`src/rtl/pc_branch_unit_pkg.sv`:
```
// Shared constants for the RV32I branch/PC unit: funct3 codes, state encoding, XLEN.
package rv32_br_pkg;

  localparam int XLEN = 32;

  localparam logic [2:0] F3_BEQ  = 3'b000;
  localparam logic [2:0] F3_BNE  = 3'b001;
  localparam logic [2:0] F3_BLT  = 3'b100;
  localparam logic [2:0] F3_BGE  = 3'b101;
  localparam logic [2:0] F3_BLTU = 3'b110;
  localparam logic [2:0] F3_BGEU = 3'b111;

  localparam logic [0:0] ST_RUN  = 1'b0;
  localparam logic [0:0] ST_TRAP = 1'b1;

endpackage

```
`src/rtl/pc_branch_unit_if.sv`:
```
// Decode/comparator/trap-side signals of the branch unit; stats outputs exist only under BRANCH_STATS_EN.
interface pc_branch_unit_if
  import rv32_br_pkg::*;
  ();

  logic            i_stall;
  logic            i_br_en;
  logic            i_jal;
  logic            i_jalr;
  logic [2:0]      i_funct3;
  logic            i_lt;
  logic            i_zero;
  logic [XLEN-1:0] i_imm;
  logic [XLEN-1:0] i_rs1;
  logic            i_trap_ack;
  logic            o_br_unsigned;
  logic [XLEN-1:0] o_pc;
  logic [XLEN-1:0] o_pc_plus4;
  logic            o_taken;
  logic            o_trap;
  logic [XLEN-1:0] o_mepc;
`ifdef BRANCH_STATS_EN
  logic [31:0]     o_br_cnt;
  logic [31:0]     o_br_taken_cnt;
`endif

  modport master (
    output i_stall, i_br_en, i_jal, i_jalr, i_funct3, i_lt, i_zero, i_imm, i_rs1, i_trap_ack,
`ifdef BRANCH_STATS_EN
    input  o_br_cnt, o_br_taken_cnt,
`endif
    input  o_br_unsigned, o_pc, o_pc_plus4, o_taken, o_trap, o_mepc
  );

  modport slave (
    input  i_stall, i_br_en, i_jal, i_jalr, i_funct3, i_lt, i_zero, i_imm, i_rs1, i_trap_ack,
`ifdef BRANCH_STATS_EN
    output o_br_cnt, o_br_taken_cnt,
`endif
    output o_br_unsigned, o_pc, o_pc_plus4, o_taken, o_trap, o_mepc
  );

endinterface

```
`src/rtl/pc_branch_unit_br_cond.sv`:
```
// Branch condition decode: funct3 plus comparator flags -> condition true.
module br_cond
  import rv32_br_pkg::*;
(
  input  logic [2:0] funct3,
  input  logic       lt,
  input  logic       zero,
  output logic       cond
);

  always_comb begin
    cond = 1'b0;
    case (funct3)
      F3_BEQ:  cond = zero;
      F3_BNE:  cond = ~zero;
      F3_BLT:  cond = lt;
      F3_BGE:  cond = ~lt;
      F3_BLTU: cond = lt;
      F3_BGEU: cond = ~lt;
      default: cond = 1'b0;
    endcase
  end

endmodule

```
`src/rtl/pc_branch_unit.sv`:
```
// RV32I PC register, branch/jump resolution and misaligned-target trap handshake.
// Optional branch counters are compiled in with BRANCH_STATS_EN.
//
// state | meaning
// RUN   | PC advances / transfers; misaligned taken target raises a trap
// TRAP  | o_trap high, PC frozen until i_trap_ack loads TRAP_VEC
module pc_branch_unit
  import rv32_br_pkg::*;
#(
  parameter logic [XLEN-1:0] RESET_PC = 32'h0000_0000,
  parameter logic [XLEN-1:0] TRAP_VEC = 32'h0000_0010
) (
  input  logic           i_clk,
  input  logic           i_rst,
  pc_branch_unit_if.slave bus
);

  logic [0:0]      state;
  logic [XLEN-1:0] pc;
  logic [XLEN-1:0] mepc;
  logic [XLEN-1:0] jalr_sum;
  logic [XLEN-1:0] target;
  logic            cond;
  logic            taken;
  logic            misaligned;

  br_cond u_br_cond (
    .funct3 (bus.i_funct3),
    .lt     (bus.i_lt),
    .zero   (bus.i_zero),
    .cond   (cond)
  );

  assign jalr_sum   = bus.i_rs1 + bus.i_imm;
  assign target     = bus.i_jalr ? {jalr_sum[XLEN-1:1], 1'b0} : pc + bus.i_imm;
  assign taken      = (state == ST_RUN) &&
                      (bus.i_jalr || bus.i_jal || (bus.i_br_en && cond));
  assign misaligned = taken && target[1];

  assign bus.o_br_unsigned = bus.i_funct3[1];
  assign bus.o_pc          = pc;
  assign bus.o_pc_plus4    = pc + 32'd4;
  assign bus.o_taken       = taken;
  assign bus.o_trap        = (state == ST_TRAP);
  assign bus.o_mepc        = mepc;

  always_ff @(posedge i_clk or posedge i_rst) begin
    if (i_rst) begin
      state <= ST_RUN;
      pc    <= RESET_PC;
      mepc  <= '0;
    end else begin
      case (state)
        ST_RUN: begin
          if (!bus.i_stall) begin
            if (misaligned) begin
              mepc  <= pc;
              state <= ST_TRAP;
            end else if (taken) begin
              pc <= target;
            end else begin
              pc <= pc + 32'd4;
            end
          end
        end
        default: begin
          if (bus.i_trap_ack) begin
            pc    <= TRAP_VEC;
            state <= ST_RUN;
          end
        end
      endcase
    end
  end

`ifdef BRANCH_STATS_EN
  logic [31:0] br_cnt;
  logic [31:0] br_taken_cnt;
  logic        br_slot;

  assign br_slot            = (state == ST_RUN) && !bus.i_stall && bus.i_br_en;
  assign bus.o_br_cnt       = br_cnt;
  assign bus.o_br_taken_cnt = br_taken_cnt;

  // Counters saturate rather than wrap so long runs stay monotonic.
  always_ff @(posedge i_clk or posedge i_rst) begin
    if (i_rst) begin
      br_cnt       <= '0;
      br_taken_cnt <= '0;
    end else if (br_slot) begin
      if (br_cnt != '1) br_cnt <= br_cnt + 32'd1;
      if (taken && !misaligned && br_taken_cnt != '1) br_taken_cnt <= br_taken_cnt + 32'd1;
    end
  end
`endif

endmodule

```
`src/flat_wrapper.sv`:
```
// flat-port wrapper written by rule: the top's interface ports become plain ports
module pc_branch_unit_flat import rv32_br_pkg::*;
#(
  parameter logic [XLEN-1:0] RESET_PC = 32'h0000_0000,
  parameter logic [XLEN-1:0] TRAP_VEC = 32'h0000_0010
)
  (i_clk, i_rst, bus_i_stall, bus_i_br_en, bus_i_jal, bus_i_jalr, bus_i_funct3, bus_i_lt, bus_i_zero, bus_i_imm, bus_i_rs1, bus_i_trap_ack, bus_o_br_unsigned, bus_o_pc, bus_o_pc_plus4, bus_o_taken, bus_o_trap, bus_o_mepc);
  pc_branch_unit_if bus_i ();
  input  logic i_clk;
  input  logic i_rst;
  input wire logic [$bits(bus_i.i_stall)-1:0] bus_i_stall;
  input wire logic [$bits(bus_i.i_br_en)-1:0] bus_i_br_en;
  input wire logic [$bits(bus_i.i_jal)-1:0] bus_i_jal;
  input wire logic [$bits(bus_i.i_jalr)-1:0] bus_i_jalr;
  input wire logic [$bits(bus_i.i_funct3)-1:0] bus_i_funct3;
  input wire logic [$bits(bus_i.i_lt)-1:0] bus_i_lt;
  input wire logic [$bits(bus_i.i_zero)-1:0] bus_i_zero;
  input wire logic [$bits(bus_i.i_imm)-1:0] bus_i_imm;
  input wire logic [$bits(bus_i.i_rs1)-1:0] bus_i_rs1;
  input wire logic [$bits(bus_i.i_trap_ack)-1:0] bus_i_trap_ack;
  output wire logic [$bits(bus_i.o_br_unsigned)-1:0] bus_o_br_unsigned;
  output wire logic [$bits(bus_i.o_pc)-1:0] bus_o_pc;
  output wire logic [$bits(bus_i.o_pc_plus4)-1:0] bus_o_pc_plus4;
  output wire logic [$bits(bus_i.o_taken)-1:0] bus_o_taken;
  output wire logic [$bits(bus_i.o_trap)-1:0] bus_o_trap;
  output wire logic [$bits(bus_i.o_mepc)-1:0] bus_o_mepc;
  assign bus_i.i_stall = bus_i_stall;
  assign bus_i.i_br_en = bus_i_br_en;
  assign bus_i.i_jal = bus_i_jal;
  assign bus_i.i_jalr = bus_i_jalr;
  assign bus_i.i_funct3 = bus_i_funct3;
  assign bus_i.i_lt = bus_i_lt;
  assign bus_i.i_zero = bus_i_zero;
  assign bus_i.i_imm = bus_i_imm;
  assign bus_i.i_rs1 = bus_i_rs1;
  assign bus_i.i_trap_ack = bus_i_trap_ack;
  assign bus_o_br_unsigned = bus_i.o_br_unsigned;
  assign bus_o_pc = bus_i.o_pc;
  assign bus_o_pc_plus4 = bus_i.o_pc_plus4;
  assign bus_o_taken = bus_i.o_taken;
  assign bus_o_trap = bus_i.o_trap;
  assign bus_o_mepc = bus_i.o_mepc;
  pc_branch_unit #(.RESET_PC(RESET_PC), .TRAP_VEC(TRAP_VEC)) u_core (.i_clk(i_clk), .i_rst(i_rst), .bus(bus_i));
endmodule
```
`config.mk`:
```
export PLATFORM = sky130hd
export DESIGN_NAME = pc_branch_unit_flat
export DESIGN_NICKNAME = d
export VERILOG_FILES = /design/src/rtl/pc_branch_unit_pkg.sv /design/src/rtl/pc_branch_unit_if.sv /design/src/rtl/pc_branch_unit_br_cond.sv /design/src/rtl/pc_branch_unit.sv /design/src/flat_wrapper.sv
export SDC_FILE = /design/constraint.sdc
export NUM_CORES = 1
export LEC_CHECK = 0
export BUFFER_PORTS_ARGS = -buffer_cell sky130_fd_sc_hd__buf_4
export CORE_ASPECT_RATIO = 0.7
export CORE_MARGIN = 2
export CORE_UTILIZATION = 40
export CTS_CLUSTER_DIAMETER = 120
export DETAILED_ROUTE_END_ITERATION = 7
export PLACE_DENSITY = 0.69
export SLEW_MARGIN = 20
export SYNTH_ARGS = -nofsm -noshare
export SYNTH_HDL_FRONTEND = slang
export SYNTH_SLANG_ARGS = --single-unit
export TNS_END_PERCENT = 50
```
`constraint.sdc`:
```
create_clock -name i_clk -period 4.7 [get_ports i_clk]
set_input_delay 1.175 -clock i_clk [delete_from_list [all_inputs] [get_ports i_clk]]
set_output_delay 1.175 -clock i_clk [all_outputs]
set_load 0.05 [all_outputs]
```
# After elaboration in Yosys (flattened, before gate mapping)
# Cells that the tools add are included.
# Widths: inputs -> output; s select.
# totals
inputBits	76
reg_bits	65
output_inout_bits	99
word_cells	39
# classes
addsub	3
reduce_logical	10
n_eq_ne	8
bitwise	4
n_mux	11
# ops
op	count
$mux 32	6
$add 32x32->32	2
$add 32x3->32 const B	1
$eq 3x3->1 const B	4
$reduce_and 3->1	2
$mux 1	4
$ne 2x1->1 const B	2
$not 1->1	4
$pmux 1 s4	1
$reduce_or 2->1	2
$eq 3x1->1 const B	1
$logic_and 1x1->1	3
$logic_not 3->1	1
$logic_or 1x1->1	2
$ne 2x2->1 const B	1

# Depth between registers and ports, before layout
# depth
word_depth	10
depth_mapped	12
ltp_nobuf	12

# Hierarchy
# Synthesis repeated with hierarchy kept, for this count alone.
# unflattened
hier_cells	844
area_unflattened_um2	7038.0
# by_module_without_submodules
module	area_per_inst_um2	cells_each	n_inst	seq_area_each_um2
pc_branch_unit	7001.7	839	1	1626.6
br_cond	36.3	5	1	0.0

# Least setup slack after synthesis
# OpenSTA, ideal clock, no wires.
# synth_timing
path_kind	register to output
start	register u_core.pc[2], in the netlist u_core.bus.o_pc[2]
end	output port bus_o_pc_plus4[30]
path_stages_with_launch	9
t_arrival_ns	2.913
setup_slack_ns	0.612
path_buffers	0
required_time_ns	3.525
path_cell_list	dfrtp_1 ha_1 nand3_1 nor2_1 nand2_1 nor3_1 nand3_1 nor2_1 xor2_1
# synth_between
elab_chain_len	1
# synth_lines
element	line	text
start, declared	pc_branch_unit.sv:19	logic [XLEN-1:0] pc;
start signal, assigned	pc_branch_unit.sv:60	pc <= target;
start signal, assigned	pc_branch_unit.sv:62	pc <= pc + 32'd4;
$add 32x3->32	pc_branch_unit.sv:42	assign bus.o_pc_plus4 = pc + 32'd4;
end, declared	flat_wrapper.sv:23	output wire logic [$bits(bus_i.o_pc_plus4)-1:0] bus_o_pc_plus4;
# Every way passes these cells.

# Worst setup path after layout
# layout_timing
start	register u_core.pc[3], in the netlist u_core.bus.o_pc[3]
end	output port bus_o_pc_plus4[30]
# The elaborated chain is that of the path after synthesis.

==> results.md <==
- Outcome: finished clean
- CORE AREA: 17100 µm²
- XOR/XNOR Fraction of Synth Area: 9.69%
- Die X: 162 µm
- Filler Cell Count: 1672
- Area fraction in and, or, nand and nor cells after synthesis: 17.6%
- Design Power: 6.12 mW
- Post-synth EDFFs: 0
- Crit path arrival time: 3170 ps
- Leakage: 4.14 nW
- Netlist cell types: 75
- Setup crit end kind: output pin
- Syn Area/Cell: 8.16 µm²
- P&R area growth vs syn: 26.2%
- CTS tree: done
- CP Max Fanout: 8
- Post-cts resize count: 0
- Mapped Cells: 853
- Finish-stage setup viols: 0
- # DRC: 0
- CP Launch Type: flip-flop
- Synthesis Warnings: 0
- Max frequency: 230 MHz
- Worst Path Required: 3520 ps
- Port Buffer Count: 174
- DP Cell Count: 1230
- Tot GR Track Use: 25.3%
- Die Area: 18500 µm²
- Initial DRC count: 732
- Largest family of logic cells by synthesized area: compound AO/OA/AOI/OAI gates
- Vias in the first global route: 6497
- Share of the synthesized area in the top cell type: 23.4%
- Vias per cell: 5.84
- Clock Path Buffers: 2
- Initial antenna violation count: 0
- Clock slew at reported path FFs: 50 ps
- Worst min path class: reg -> reg
- Routed length per instance: 19.2 µm
- Post-Place Worst Slack: 522 ps
- Global-route wire length before repair: 36600 µm
- Worst-Skew Late Latency: 330 ps
- Share of layout cells above drive strength 1: 25.0%
- Cell Count, Final, Fillers Out: 1245
- Final worst-path setup slack: 359 ps
- Peak supply drop: 0.402 mV
- Synth area leaders: dfrtp_1 (23%), ha_1 (11%), a21oi_1 (6.0%), mux2_2 (5.3%), xnor2_1 (5.3%)
- Via count: 7276
- Num ports: 175
- Diodes inserted: 0
- Placed wire-length estimate: 19200 µm
- Top_reg_cell synth: dfrtp_1
- H-tree lvl count: 3
- Final worst-path cycle share: 92.4%
- Setup TNS Final: 0 ps
- Final GP Congestion: 0.977
- Ys async rst share: 100%
- Post-CTS Setup Bufs: 0
- Fin nets: 1150
- Net Count, Synth: 993
- Largest net degree at the start of global routing: 41
- Max_slew headroom: 39.3%
- CTS Buf Count: 9
- Crit path kind: reg -> out
- Num rows: 40
- Mapped Area: 6960 µm²
- CTS Hold Bufs: 0
- Root Buffer: clkbuf_16
- Mux cell area share after synthesis: 5.77%
- Count of pins over their slew limit: 0
- Tmin final: 4340 ps
- Hold Vio Cnt, Final: 0
- Area leader, netlist: dfrtp_1
- RSZ-0062 raised after global routing: no
- Max-cap violations: 0
- Slew @ Worst Pin: 904 ps
- Clk sinks: 65
- Initial core utilization: 40.7%
- Adder-cell share of the synthesized area: 11.7%
- Synth Area in Compound Gates: 27.9%
- Skew final: 2.96 ps
- TritonRoute pass-1 iters: 5
- #FFs+latches synth: 65
- Drt total wl: 23900 µm
- ANT nets after route: 0
- Power per cell area: 696 nW/µm²
- Post-synthesis sequential area ratio: 23.4%
- Grt total ovfl: 0
- Die height: 114 µm
-- metrics by stage --
step | area [µm²] | hold WS, ps | util (%)
3_3_place_gp | 8490 | 490 | 49.6
2_1_floorplan | 6960 | 804 | -
5_1_grt | 8780 | 522 | 51.3
4_1_cts | 8780 | 509 | 51.3
3_5_place_dp | 8490 | 497 | 49.6
6_report | 8780 | 506 | 51.3
-- cell type report --
| cell class | count | area [µm²] | area share [%] |
|---|---|---|---|
| well taps | 231 | 289 | 3.29 |
| multi-input cells | 722 | 5080 | 57.8 |
| repair buffers | 186 | 1400 | 15.9 |
| flip-flops and latches | 65 | 1630 | 18.5 |
| clock inverters | 3 | 40.0 | 0.456 |
| inverters | 26 | 97.6 | 1.11 |
| clock buffers | 12 | 256 | 2.92 |
-- layer usage --
layer,track usage [%],part of all wire (%),vias up,wire (µm)
li1,-,-,3491,-
met1,40.7,50,3405,12000
met2,33.5,38,356,9130
met3,5.47,10,24,2440
met4,5.60,1.3,0,301
met5,0,0,-,0
-- kinds of logic (layout without fill, tap and decap cells) --
logic type                 Yosys count  in the layout
AOI/OAI and AO/OA                  294            294
xor gates and xnor gates            77             77
adders and majority gates           64             64
buffers and inverters               66            227
DFF                                 65             65
muxes                               36             36
and+or+nand+nor                    251            251
-- cells in the mapped netlist, drive strengths merged, types with 6 or more instances --
master	count
a21o	34
o21a	9
clkbuf	31
o211ai	9
a22o	6
a31oi	8
o21bai	11
nand3	29
nor3	16
nand2b	11
and4	7
a211oi	11
inv	26
xnor2	42
xor2	35
dfrtp	65
buf	9
nand4	14
ha	62
nand2	66
and3	14
a21oi	86
mux2	33
nor2	68
o21ai	63
-- state kept, by name, summed over array words and instances, names as in the netlist --
| name | cells |
|---|---|
| u_core.bus.o_mepc | 32 |
| u_core.bus.o_pc | 32 |
| u_core.bus.o_trap | 1 |
-- placed cells by master (no fill, tap or decap), drive strengths merged, types with 5 or more instances in the layout --
cell	instances
or3	5
xor2	35
nor3	16
and4	7
o21a	9
o211ai	9
nand2	66
a31oi	8
and3	14
o21ai	63
clkbuf	12
a21oi	86
inv	26
dfrtp	65
a211oi	11
mux2	33
xnor2	42
buf	186
nand4	14
o21bai	11
nor2	68
a22o	6
a21o	34
nand2b	11
nor4	5
nand3	29
ha	62
-- worst max-delay path, cell delays in order (launching register included) --
cell,delay (ps)
dfrtp_1,530
ha_1,350
nand3_1,290
nor2_1,410
nand2_1,150
nor3_1,250
nand3_1,210
nor2_1,170
xor2_1,220
buf_4,240
-- power by group --
group | leakage, nW | switching, mW | total, mW | internal [mW]
Combinational | 3.17 | 2.77 | 4.22 | 1.46
Sequential | 0.826 | 0.422 | 1.22 | 0.802
Clock | 0.148 | 0.235 | 0.670 | 0.434
Total | 4.14 | 3.43 | 6.12 | 2.69
-- final timing paths --
| path | endpoint | slack, ps | cells past startpoint | start |
|---|---|---|---|---|
| setup reg to reg | u_core.bus.o_pc[17] | 1290 | 10 | u_core.bus.o_pc[10] |
| setup / recovery | bus_o_pc_plus4[30] | 360 | 9 | u_core.bus.o_pc[3] |
| hold reg to reg | u_core.bus.o_mepc[29] | 510 | 1 | u_core.bus.o_mepc[29] |
| hold / removal | u_core.bus.o_mepc[29] | 510 | 1 | u_core.bus.o_mepc[29] |
| min in group asynchronous | u_core.bus.o_mepc[6] | 1030 | 2 | i_rst |
| max in group asynchronous | u_core.bus.o_pc[25] | 2800 | 3 | i_rst |
Note: power is estimated with default switching activity, not from simulation.
